**config.mk**
```make
export PLATFORM = sky130hd
export DESIGN_NAME = sprite_compositor
export DESIGN_NICKNAME = d
export VERILOG_FILES = /design/src/rtl/compositor_pkg.sv /design/src/rtl/fg_palette_lut.sv /design/src/rtl/sprite_compositor.sv
export SDC_FILE = /design/constraint.sdc
export NUM_CORES = 1
export LEC_CHECK = 0
export CAP_MARGIN = 5
export CORE_ASPECT_RATIO = 0.8
export CORE_MARGIN = 1
export CORE_UTILIZATION = 48
export DETAILED_ROUTE_END_ITERATION = 10
export PLACE_DENSITY_LB_ADDON = 0.15
export SYNTH_ARGS = -nofsm -noshare
export SYNTH_HDL_FRONTEND = slang
export SYNTH_SLANG_ARGS = --single-unit
```
**constraint.sdc**
```tcl
create_clock -name Clk -period 3.3 [get_ports Clk]
set_clock_uncertainty 0.15 [all_clocks]
set_input_delay 0.66 -clock Clk [delete_from_list [all_inputs] [get_ports Clk]]
set_output_delay 0.66 -clock Clk [all_outputs]
set_load 0.01 [all_outputs]
```
**src/rtl/compositor_pkg.sv**
```systemverilog
// Shared types, foreground palette contents and the priority encoder helper
// used by the sprite compositor.
package compositor_pkg;

  localparam int RGB_W     = 24;
  localparam int PAL_IDX_W = 5;
  localparam int PAL_DEPTH = 1 << PAL_IDX_W;
  localparam int PRIO_W    = 32;

  typedef logic [RGB_W-1:0] rgb_t;

  typedef struct packed {
    logic       found;
    logic [4:0] idx;
  } prio_t;

  // Entry 0 is the usual transparent index and is never displayed.
  localparam rgb_t FG_PALETTE [PAL_DEPTH] = '{
    24'h000000, 24'hFFFFFF, 24'hFF0000, 24'h00FF00,
    24'h0000FF, 24'hFFFF00, 24'h00FFFF, 24'hFF00FF,
    24'h808080, 24'hC0C0C0, 24'h800000, 24'h008000,
    24'h000080, 24'h808000, 24'h008080, 24'h800080,
    24'hFF8000, 24'h80FF00, 24'h0080FF, 24'hFF0080,
    24'h8000FF, 24'h00FF80, 24'h402000, 24'h604020,
    24'hA06040, 24'hE0A080, 24'h202040, 24'h404080,
    24'h6060C0, 24'hF0E0D0, 24'h102030, 24'h302010
  };

  // Lowest set bit wins; scanning downward lets the last hit overwrite.
  function automatic prio_t prio_first(input logic [PRIO_W-1:0] v);
    prio_t r;
    r = '0;
    for (int i = PRIO_W-1; i >= 0; i--) begin
      if (v[i]) begin
        r.found = 1'b1;
        r.idx   = i[4:0];
      end
    end
    return r;
  endfunction

endpackage

```
**src/rtl/fg_palette_lut.sv**
```systemverilog
// Foreground palette ROM: one read port, registered output.
module fg_palette_lut
  import compositor_pkg::*;
#(
  parameter int IDX_W = PAL_IDX_W
) (
  input  logic             Clk,
  input  logic             Reset,
  input  logic [IDX_W-1:0] rd_idx,
  output rgb_t             rd_rgb
);

  always_ff @(posedge Clk) begin
    if (Reset) rd_rgb <= '0;
    else       rd_rgb <= FG_PALETTE[rd_idx];
  end

endmodule

```
**src/rtl/sprite_compositor.sv**
```systemverilog
// N-layer sprite compositor: ROM-latency alignment, priority select, palette
// lookup, per-frame flash blanking and sticky player collision flags.
module sprite_compositor
  import compositor_pkg::*;
#(
  parameter int N_LAYERS     = 6,
  parameter int IDX_W        = 5,
  parameter int ROM_LAT      = 1,
  parameter int TRANSP_IDX   = 0,
  parameter int PLAYER_LAYER = 1,
  parameter int FLASH_SHIFT  = 2,
  localparam int LW          = (N_LAYERS > 1) ? $clog2(N_LAYERS) : 1
) (
  input  logic                      Clk,
  input  logic                      Reset,
  input  logic                      frame_tick,
  input  logic [N_LAYERS-1:0]       hit_in,
  input  logic [N_LAYERS*IDX_W-1:0] index_in,
  input  logic [RGB_W-1:0]          bkg_color,
  input  logic [N_LAYERS-1:0]       layer_en,
  input  logic [N_LAYERS-1:0]       flash_mask,
  output logic [RGB_W-1:0]          rgb_out,
  output logic                      top_valid,
  output logic [LW-1:0]             top_layer,
  output logic [N_LAYERS-1:0]       coll_status
);

  localparam int STAGES = ROM_LAT + 1;

  logic [ROM_LAT-1:0][N_LAYERS-1:0] hit_dly;
  logic [N_LAYERS-1:0]              hit_d;
  logic [N_LAYERS-1:0][IDX_W-1:0]   idx;
  logic [N_LAYERS-1:0]              opaque, coll_now;
  logic [STAGES:0]                  vld_pipe;
  logic [7:0]                       frame_cnt;
  logic                             flash_phase;
  prio_t                            win;

  logic             s1_valid, s2_valid;
  logic [LW-1:0]    s1_layer, s2_layer;
  logic [IDX_W-1:0] s1_idx;
  rgb_t             s1_bkg, s2_bkg, pal_rgb;
  logic [N_LAYERS-1:0] coll_acc;

  assign idx   = index_in;
  assign hit_d = hit_dly[ROM_LAT-1];

  // Hit flags wait here for the sprite ROM data.
  generate
    if (ROM_LAT == 1) begin : g_dly1
      always_ff @(posedge Clk) begin
        if (Reset) hit_dly <= '0;
        else       hit_dly <= hit_in;
      end
    end else begin : g_dlyn
      always_ff @(posedge Clk) begin
        if (Reset) hit_dly <= '0;
        else       hit_dly <= {hit_dly[ROM_LAT-2:0], hit_in};
      end
    end
  endgenerate

  always_ff @(posedge Clk) begin
    if (Reset)           frame_cnt <= '0;
    else if (frame_tick) frame_cnt <= frame_cnt + 8'd1;
  end

  assign flash_phase = frame_cnt[FLASH_SHIFT];

  generate
    for (genvar i = 0; i < N_LAYERS; i++) begin : g_layer
      assign opaque[i] = hit_d[i] & layer_en[i] & (idx[i] != IDX_W'(TRANSP_IDX))
                       & ~(flash_mask[i] & flash_phase);
      if (i == PLAYER_LAYER) begin : g_self
        assign coll_now[i] = 1'b0;
      end else begin : g_other
        assign coll_now[i] = opaque[PLAYER_LAYER] & opaque[i];
      end
    end
  endgenerate

  assign win = prio_first(PRIO_W'(opaque));

  always_ff @(posedge Clk) begin
    if (Reset) begin
      s1_valid <= 1'b0;
      s1_layer <= '0;
      s1_idx   <= '0;
      s1_bkg   <= '0;
      s2_valid <= 1'b0;
      s2_layer <= '0;
      s2_bkg   <= '0;
    end else begin
      s1_valid <= win.found;
      s1_layer <= win.found ? LW'(win.idx) : '0;
      s1_idx   <= win.found ? idx[LW'(win.idx)] : IDX_W'(TRANSP_IDX);
      s1_bkg   <= bkg_color;
      s2_valid <= s1_valid;
      s2_layer <= s1_layer;
      s2_bkg   <= s1_bkg;
    end
  end

  fg_palette_lut #(.IDX_W(IDX_W)) u_pal (
    .Clk    (Clk),
    .Reset  (Reset),
    .rd_idx (s1_idx),
    .rd_rgb (pal_rgb)
  );

  // Output stays black until a post-reset pixel has crossed the whole pipe.
  always_ff @(posedge Clk) begin
    if (Reset) vld_pipe <= '0;
    else       vld_pipe <= {vld_pipe[STAGES-1:0], 1'b1};
  end

  assign rgb_out   = !vld_pipe[STAGES] ? '0 : (s2_valid ? pal_rgb : s2_bkg);
  assign top_valid = s2_valid;
  assign top_layer = s2_layer;

  // A pixel coincident with the tick belongs to the frame being closed.
  always_ff @(posedge Clk) begin
    if (Reset) begin
      coll_acc    <= '0;
      coll_status <= '0;
    end else if (frame_tick) begin
      coll_status <= coll_acc | coll_now;
      coll_acc    <= '0;
    end else begin
      coll_acc    <= coll_acc | coll_now;
    end
  end

endmodule

```
After elaboration in Yosys (flattened, before gate mapping)
Memory sizes are Yosys's and may differ from the RTL's. A register that Yosys moved wholly into a read port is not among the register bits.
Index checks and enable logic that the tools add are counted.
{"block": "totals", "register_bits": 90, "romBits": 768, "in_bits": 75, "output_inout_bits": 34, "word_cells": 73, "mem_count": 1}
{"block": "classes", "add_sub_neg": 1, "order_cmp": 1, "muxes": 11, "bitwise_logic": 38, "n_reduce_logical": 8}
{"name": "(name not given)", "words": 32, "word_bits": 24, "read_ports": 1, "rd_clocked_by_memory_dff": 1, "wr": 0, "line": "fg_palette_lut.sv:15", "text": "else rd_rgb <= FG_PALETTE[rd_idx];"}
{"operator": "$mux W24", "count": 2}
{"operator": "$mux W6", "count": 6}
{"operator": "$reduce_bool A5 Y1", "count": 6}
{"operator": "$and A1 B1 Y1", "count": 29}
{"operator": "$bmux W5 S3", "count": 1}
{"operator": "$add A8 B1 Y8 const B", "count": 1}
{"operator": "$not A1 Y1", "count": 7}
{"operator": "$not A5 Y6", "count": 1}
{"operator": "$or A6 B6 Y6", "count": 1}
{"operator": "$mux W5", "count": 1}
{"operator": "$lt A3 B4 Y1 const B", "count": 1}
{"operator": "$reduce_or A2 Y1", "count": 2}
{"operator": "$mux W1", "count": 1}

Longest topological paths before layout
Gate-level depths: netlist (run 1).
{"block": "depth", "ltp_word": 11, "depth_mapped": 9, "mapped_depth_nobuf": 8}

Hierarchy
Synthesis (run 1) repeated with hierarchy kept, for this count alone.
{"block": "unflattened", "hier_cells": 422, "hier_area_um2": 4124.0}
{"mod": "sprite_compositor", "n_inst": 1, "cells_per_inst": 302, "area_per_inst_um2": 3146.8, "seq_area_each_um2": 1661.6}
{"mod": "fg_palette_lut", "n_inst": 1, "cells_per_inst": 120, "area_per_inst_um2": 977.2, "seq_area_each_um2": 280.3}

Worst setup path before layout (run 1)
Ideal clock, no wire load.
{"block": "synth_timing", "kind": "in2reg", "from": "input port index_in[6]", "to": "register s1_idx[0]", "setup_ns": 0.127, "arrival_time_ns": 2.350, "required_ns": 3.023, "setup_slack_ns": 0.673, "stages": 7, "n_path_buf": 1, "cell_sequence": "or4_1 > o2111a_2 > or2_4 > buf_6 > or3_1 > o221ai_1 > o22ai_1"}
{"block": "synth_between", "elab_chain_cells": 7, "word_cells_on_any_way": 9, "classes_between": "mux (4); bitwise (3); reduce/logical (2)"}
{"element": "start, declared", "line": "sprite_compositor.sv:18", "text": "input logic [N_LAYERS*IDX_W-1:0] index_in,"}
{"element": "$reduce_bool A5 Y1 (*)", "line": "sprite_compositor.sv:72", "text": "assign opaque[i] = hit_d[i] & layer_en[i] & (idx[i] != IDX_W'(TRANSP_IDX))"}
{"element": "$and A1 B1 Y1 (*)", "line": "sprite_compositor.sv:72"}
{"element": "$and A1 B1 Y1 (*)", "line": "sprite_compositor.sv:73", "text": "& ~(flash_mask[i] & flash_phase);"}
{"element": "$mux W6 (*) (2 in a row)", "line": "compositor_pkg.sv:34", "text": "if (v[i]) begin"}
{"element": "$bmux W5 S3 or $not A1 Y1 (tied branches)"}
{"element": "$mux W5 (not written as such) or $reduce_or A2 Y1 (tied branches)"}
{"element": "end signal, assigned", "line": "sprite_compositor.sv:96", "text": "s1_idx <= win.found ? idx[LW'(win.idx)] : IDX_W'(TRANSP_IDX);"}
{"element": "end, declared", "line": "sprite_compositor.sv:41", "text": "logic [IDX_W-1:0] s1_idx;"}
Every way passes the cells marked *; elsewhere a longest branch is shown, timed or not. The select of a mux whose other input is x is not followed.
A chain may end at the register's enable or synchronous reset.

Worst setup path after layout (run 1)
{"block": "layout_timing", "from": "register s2_valid, in the netlist top_valid", "to": "output port rgb_out[16]"}
{"block": "layout_between", "elab_chain_cells": 2}
{"element": "start, declared", "line": "sprite_compositor.sv:39", "text": "logic s1_valid, s2_valid;"}
{"element": "start signal, assigned", "line": "sprite_compositor.sv:98", "text": "s2_valid <= s1_valid;"}
{"element": "$mux W24 (2 in a row)", "line": "sprite_compositor.sv:117", "text": "assign rgb_out = !vld_pipe[STAGES] ? '0 : (s2_valid ? pal_rgb : s2_bkg);"}
{"element": "end, declared", "line": "sprite_compositor.sv:22", "text": "output logic [RGB_W-1:0] rgb_out,"}
No other way between the ends.

==> impl_metrics.py, run 1 <==
metrics = {
    "final_layout": {
        "diodes": 0,
        "area_growth_pct": 32.73,
        "final_net_count": 595,
        "final_core_util_pct": 66.19,
        "drive_above_1_share_pct": 5.609,
    },
    "clock_tree": {
        "cts_resized": 0,
        "numCtsBuffers": 9,
        "clkLatencyLatePin_ns": 0.35,
        "postCtsSetupBuffers": 0,
        "cts_root_buf": "clkbuf_8",
        "cts_buffer_depth": 2,
        "clk_pin_slew_ns": 0.09,
        "cts-hold-fix-buffers": 0,
        "htree_levels": 3,
        "cts_tree": "yes",
        "cts.sinks": 97,
    },
    "logic_synthesis": {
        "postSynthCellCount": 419,
        "yosysSeqAreaShare_pct": 48.56,
        "synth_nets": 502,
        "yosysWarnings": 0,
        "yosysUniqueCellTypes": 45,
        "yosys.area.top_type_share_pct": 48.56,
        "synth_edf_count": 0,
        "ys_seq_elements": 97,
        "synth-async-reset-ratio_pct": 0,
        "synth_most_common_cell": "dfxtp_1",
        "syn_area_um2": 3999,
        "synth_top_cell_by_area": "dfxtp_1",
        "ys_top_cells_by_count": "97 x dfxtp_1, 72 x nor2b_1, 26 x clkbuf_1",
        "postSynthAreaPerCell_um2": 9.544,
        "ys.flop_type": "dfxtp_1",
        "yosys-top-cells-area": "dfxtp_1 49%, nor2b_1 11%, mux2i_1 3.3%, a21boi_0 2.6%, ha_1 2.5%",
    },
    "placement": {
        "hpwlAfterDp_mm": 6.315,
        "io_buffers": 107,
        "gp_congestion": 0.9340,
    },
    "floorplanning": {
        "core_um2": 8019,
        "io_pins": 109,
        "rows": 29,
        "die_x_um": 104.0,
        "die_h_um": 83.64,
        "die-area_um2": 8702,
        "start_util_pct": 49.87,
    },
    "drt": {
        "routed_wl_mm": 8.680,
        "wl_per_cell_um": 13.89,
        "ant_nets": 0,
        "drtIter0Drc": 236,
        "drc": 0,
        "vias": 3223,
        "vias_per_cell": 5.157,
        "firstDrtPassIters": 4,
    },
    "sta": {
        "hold_viol_final": 0,
        "finalCriticalPeriod_ns": 2.951,
        "worst_slew_pin_slew_ns": 0.8136,
        "setup_tns_ns": 0,
        "report.final.slew_viol_count": 0,
        "setup_viol": 0,
        "rsz0062_at_grt": "no",
        "max_slew_margin_pct": 45.69,
        "timing.fmax_ghz": 0.3389,
        "period_share_pct": 89.43,
    },
    "pwr": {
        "vdd_ir_drop_max_uv": 296.2,
        "netSwitchingPower_w": 0.0006216,
        "powerDensity_nw_per_um2": 460.0,
        "clock_power_share_pct": 30.6,
        "intPower_w": 0.001820,
        "p_leak_nw": 1.885,
        "comb_power_share_pct": 15.9,
        "power_frac_seq_pct": 53.5,
        "swShare_pct": 25.46,
    },
    "setup_path": {
        "required_ns": 2.49,
        "crit-reg2reg-launch": "s1_idx[0]$_SDFF_PP0_",
        "crit_fanout": 13,
        "timing.rr.end": "u_pal.rd_rgb[14]$_SDFF_PP0_",
        "reg2reg_depth": 5,
        "crit_arrival_ns": 2.14,
        "start_kind": "flip-flop",
        "endpoint": "rgb_out[16]",
        "rrSetupSlack_ns": 0.96,
        "crit_type": "flip-flop to primary output",
        "critPathLaunch": "top_valid$_SDFF_PP0_",
        "cp-end-kind": "primary output",
    },
    "global_routing": {
        "grtUsageTotal_pct": 21.06,
        "grt_overflow": 0,
        "grt_start_max_net_pins": 32,
        "grt_first_pass_wirelength_mm": 14.65,
        "grt_pass1_vias": 3116,
        "antenna_found_initial": 0,
    },
    "job": {
        "maxCapViolCount": 0,
    },
    "min_path": {
        "min_path_type": "flip-flop to flip-flop",
    },
    "status": {
        "status": "finished clean",
    },
}
## flip-flops by register name (all words and copies together), names as in the netlist, 5 cells and up
| signal | flops |
|---|---|
| coll_acc | 5 |
| coll_status | 5 |
| hit_d | 6 |
| s1_bkg | 24 |
| s1_idx | 5 |
| s2_bkg | 24 |
| u_pal.rd_rgb | 14 |
## kinds of logic after synthesis
| kind of cell | count (synthesis) | share of synthesized area, % |
|---|---|---|
| DFF | 97 | 48.56 |
| buffers and inverters | 38 | 3.849 |
| and+or+nand+nor | 166 | 23.56 |
| AOI/OAI and AO/OA | 90 | 16.11 |
| other | 1 | 0.09378 |
| xor gates and xnor gates | 3 | 0.6572 |
| adders and majority gates | 8 | 2.503 |
| muxes | 16 | 4.662 |
## power by group through the flow
stage	clock network [W]	logic, W	registers (W)
floorplan	0	0.000258	0.00129
global placement	0	0.000375	0.00133
detailed placement	0	0.000384	0.00133
CTS	0.000774	0.000387	0.00131
global route	0.000820	0.000428	0.00132
finish	0.000748	0.000388	0.00131
## critical path: stages, from the launching register on
cell and delay [ns]:
dfxtp_1 0.68, nand2_1 0.20, a21boi_0 0.31, clkdlybuf4s50_1 0.61
## through the flow
stage	cells	total power [W]	worst slack, ns	hold slack (ns)	cell area, um^2
after global routing	625	0.002566	0.1281	0.3065	5308
after CTS	625	0.002466	0.2877	0.2921	5308
after detailed placement	609	0.001716	0.1232	0.2704	5114
after global placement	609	0.001705	0.1578	0.2671	5114
after floorplan	419	0.001552	0.6732	0.2638	3999
final	625	0.002442	0.3489	0.2901	5308
## placed cells by master, fill, tap and decap left out, drive strengths merged, types with 8 or more instances in the layout
cell type and n:
inv 10, nor2b 72, ha 8, nand2b 15, o21ai 10, a21boi 14
clkbuf 11, or3 11, clkdlybuf4s50 106, nand2 22, a211oi 9, mux2i 13
dfxtp 97, nor2 25, a21oi 18, nor3 8, o221ai 10
## cell type report
cell class	instances	area, um^2
clock buffers	11	131.4
clock inverters	5	62.56
fillers	675	2711
inverters	8	30.03
multi-input cells	284	1903
flip-flops and latches	97	1942
well taps	108	135.1
repair buffers	112	1104
## worst min-delay path by stage
| stage | slack (ns) | depth (start not counted) | end | from |
|---|---|---|---|---|
| 3_5_place_dp | 0.27 | 1 | s2_bkg[18]$_SDFF_PP0_ | s1_bkg[18]$_SDFF_PP0_ |
| 4_1_cts | 0.29 | 1 | s2_bkg[18]$_SDFF_PP0_ | s1_bkg[18]$_SDFF_PP0_ |
| 6_report | 0.29 | 1 | s2_bkg[18]$_SDFF_PP0_ | s1_bkg[18]$_SDFF_PP0_ |
| 2_1_floorplan | 0.26 | 1 | s2_bkg[0]$_SDFF_PP0_ | s1_bkg[0]$_SDFF_PP0_ |
| 5_1_grt | 0.31 | 1 | top_layer[1]$_SDFF_PP0_ | s1_layer[1]$_SDFF_PP0_ |
| 3_3_place_gp | 0.27 | 1 | vld_pipe[1]$_SDFF_PP0_ | vld_pipe[0]$_DFF_P_ |
## routing by layer
layer | global-route usage (%) | up-vias | wire, um
met5 | 0 | - | 0
met4 | 7.273 | 0 | 100
met3 | 5.074 | 11 | 442
met2 | 33.70 | 101 | 3961
met1 | 27.85 | 1468 | 4175
li1 | - | 1643 | -
Power figures use the tool's default switching activity.
==> inputs of run 2 (changes only) <==
SETUP_SLACK_MARGIN = 0.2   (was not set)
==> impl_metrics.py, run 2 (same netlist as run 1, synthesis figures left out) <==
metrics = {
    "clock_tree": {
        "cts-hold-fix-buffers": 0,
        "cts_buffer_depth": 2,
        "clkLatencyLatePin_ns": 0.35,
        "numCtsBuffers": 9,
        "htree_levels": 3,
        "cts_tree": "yes",
        "cts.sinks": 97,
        "cts_root_buf": "clkbuf_8",
        "clk_pin_slew_ns": 0.09,
    },
    "final_layout": {
        "mostFrequentLayoutCells": "106 x clkdlybuf4s50_1, 96 x dfxtp_1, 72 x nor2b_1",
        "reg.largest.list": "s1_bkg: 24 flops, s2_bkg: 24 flops, u_pal.rd_rgb: 14 flops",
        "final_common_cell": "clkdlybuf4s50_1",
        "drive_above_1_share_pct": 5.803,
        "area_growth_pct": 32.76,
        "stdcell_count": 625,
        "multiInputGateArea_um2": 1903,
        "regArea_um2": 1943,
        "final_core_util_pct": 66.20,
        "fillers": 674,
        "diodes": 0,
        "final_net_count": 595,
    },
    "drt": {
        "drc": 0,
        "firstDrtPassIters": 4,
        "wl_per_cell_um": 13.89,
        "vias": 3223,
        "vias_per_cell": 5.157,
        "drtIter0Drc": 236,
        "ant_nets": 0,
        "routed_wl_mm": 8.680,
    },
    "placement": {
        "io_buffers": 107,
        "gp_congestion": 0.9340,
        "hpwlAfterDp_mm": 6.315,
        "dp.cells": 609,
    },
    "sta": {
        "report.final.slew_viol_count": 0,
        "rsz0062_at_grt": "no",
        "finalCriticalPeriod_ns": 2.877,
        "timing.fmax_ghz": 0.3476,
        "worst_slew_pin_slew_ns": 0.8136,
        "setup_tns_ns": 0,
        "hold_viol_final": 0,
        "setup_viol": 0,
        "period_share_pct": 87.17,
        "max_slew_margin_pct": 45.69,
    },
    "pwr": {
        "powerDensity_nw_per_um2": 459.9,
        "vdd_ir_drop_max_uv": 296.3,
        "p_leak_nw": 1.886,
    },
    "global_routing": {
        "grt_first_pass_wirelength_mm": 14.65,
        "grt_pass1_vias": 3116,
        "antenna_found_initial": 0,
        "grt_overflow": 0,
        "grtUsageTotal_pct": 21.06,
        "grt_start_max_net_pins": 32,
    },
    "floorplanning": {
        "io_pins": 109,
        "rows": 29,
        "core_um2": 8019,
        "start_util_pct": 49.87,
        "die_x_um": 104.0,
        "die-area_um2": 8702,
        "die_h_um": 83.64,
    },
    "setup_path": {
        "crit-reg2reg-launch": "s1_idx[0]$_SDFF_PP0_",
        "start_kind": "flip-flop",
        "cp-end-kind": "primary output",
        "crit_type": "flip-flop to primary output",
        "crit_fanout": 24,
        "reg2reg_depth": 5,
        "rrSetupSlack_ns": 0.96,
        "crit_arrival_ns": 2.07,
        "timing.rr.end": "u_pal.rd_rgb[14]$_SDFF_PP0_",
        "required_ns": 2.49,
    },
    "min_path": {
        "min_path_type": "flip-flop to flip-flop",
        "holdPathStages": 1,
        "holdPathEnd": "s2_bkg[18]$_SDFF_PP0_",
        "holdCritStartpoint": "s1_bkg[18]$_SDFF_PP0_",
    },
    "status": {
        "status": "finished clean",
    },
    "job": {
        "maxCapViolCount": 0,
    },
}
run 2: cell counts in the layout (fill, tap and decap cells not counted):
Identical to the previous run, type by type.
run 2: stage by stage:
step                hold slack (ns)  area, um^2  power, W  setup slack, ns
finish                       0.2901        5309  0.002442           0.4233
CTS                          0.2921        5308  0.002466           0.2877
global route                 0.3047        5309  0.002566           0.2553
global placement             0.2671        5114  0.001705           0.1578
detailed placement           0.2704        5114  0.001716           0.1232
floorplan                    0.2638        3999  0.001552           0.6732
run 2: how the worst max path moves through the flow:
stage               slack [ns]  cells past startpoint                   end              startpoint
floorplan                 0.67                      7  s1_idx[0]$_SDFF_PP0_             index_in[6]
global placement          0.16                      7  s1_idx[1]$_SDFF_PP0_            index_in[21]
detailed placement        0.12                      7  s1_idx[2]$_SDFF_PP0_            index_in[11]
CTS                       0.29                      3           rgb_out[16]    top_valid$_SDFF_PP0_
global route              0.26                      2           rgb_out[16]  vld_pipe[2]$_SDFF_PP0_
finish                    0.42                      2           rgb_out[16]  vld_pipe[2]$_SDFF_PP0_
run 2: layout make-up:
cell class / count / area share (%)
Clock inverter: 5 / 1.178
Multi-Input combinational cell: 284 / 35.85
Timing Repair Buffer: 112 / 20.79
Inverter: 8 / 0.5656
Tap cell: 108 / 2.545
Clock buffer: 11 / 2.475
Sequential cell: 97 / 36.60
run 2: metal layers:
metal	part of all wire [%]	up-vias	GRT usage, %
met5	0	-	0
met3	5.1	11	5.074
met1	48	1468	27.85
met2	46	101	33.70
li1	-	1643	-
met4	1.2	0	7.273
run 2: what timing repair did:
item | 4_1_cts | 5_1_grt
setup endpoints to repair | 0 | 2
buffers inserted | 0 | 0
resized for setup | 0 | 1
run 2: where the power goes:
group | total, W | switching, W | internal (W) | leakage (nW)
Clock | 0.000748 | 0.000392 | 0.000356 | 0.0906
Sequential | 0.00131 | 0.0000603 | 0.00125 | 0.800
Combinational | 0.000388 | 0.000169 | 0.000219 | 0.995
run 2: worst max-delay path: stages, from the launching register on:
cell and delay, ns:
dfxtp_1 0.75, a21boi_0 0.35, clkdlybuf4s50_1 0.61
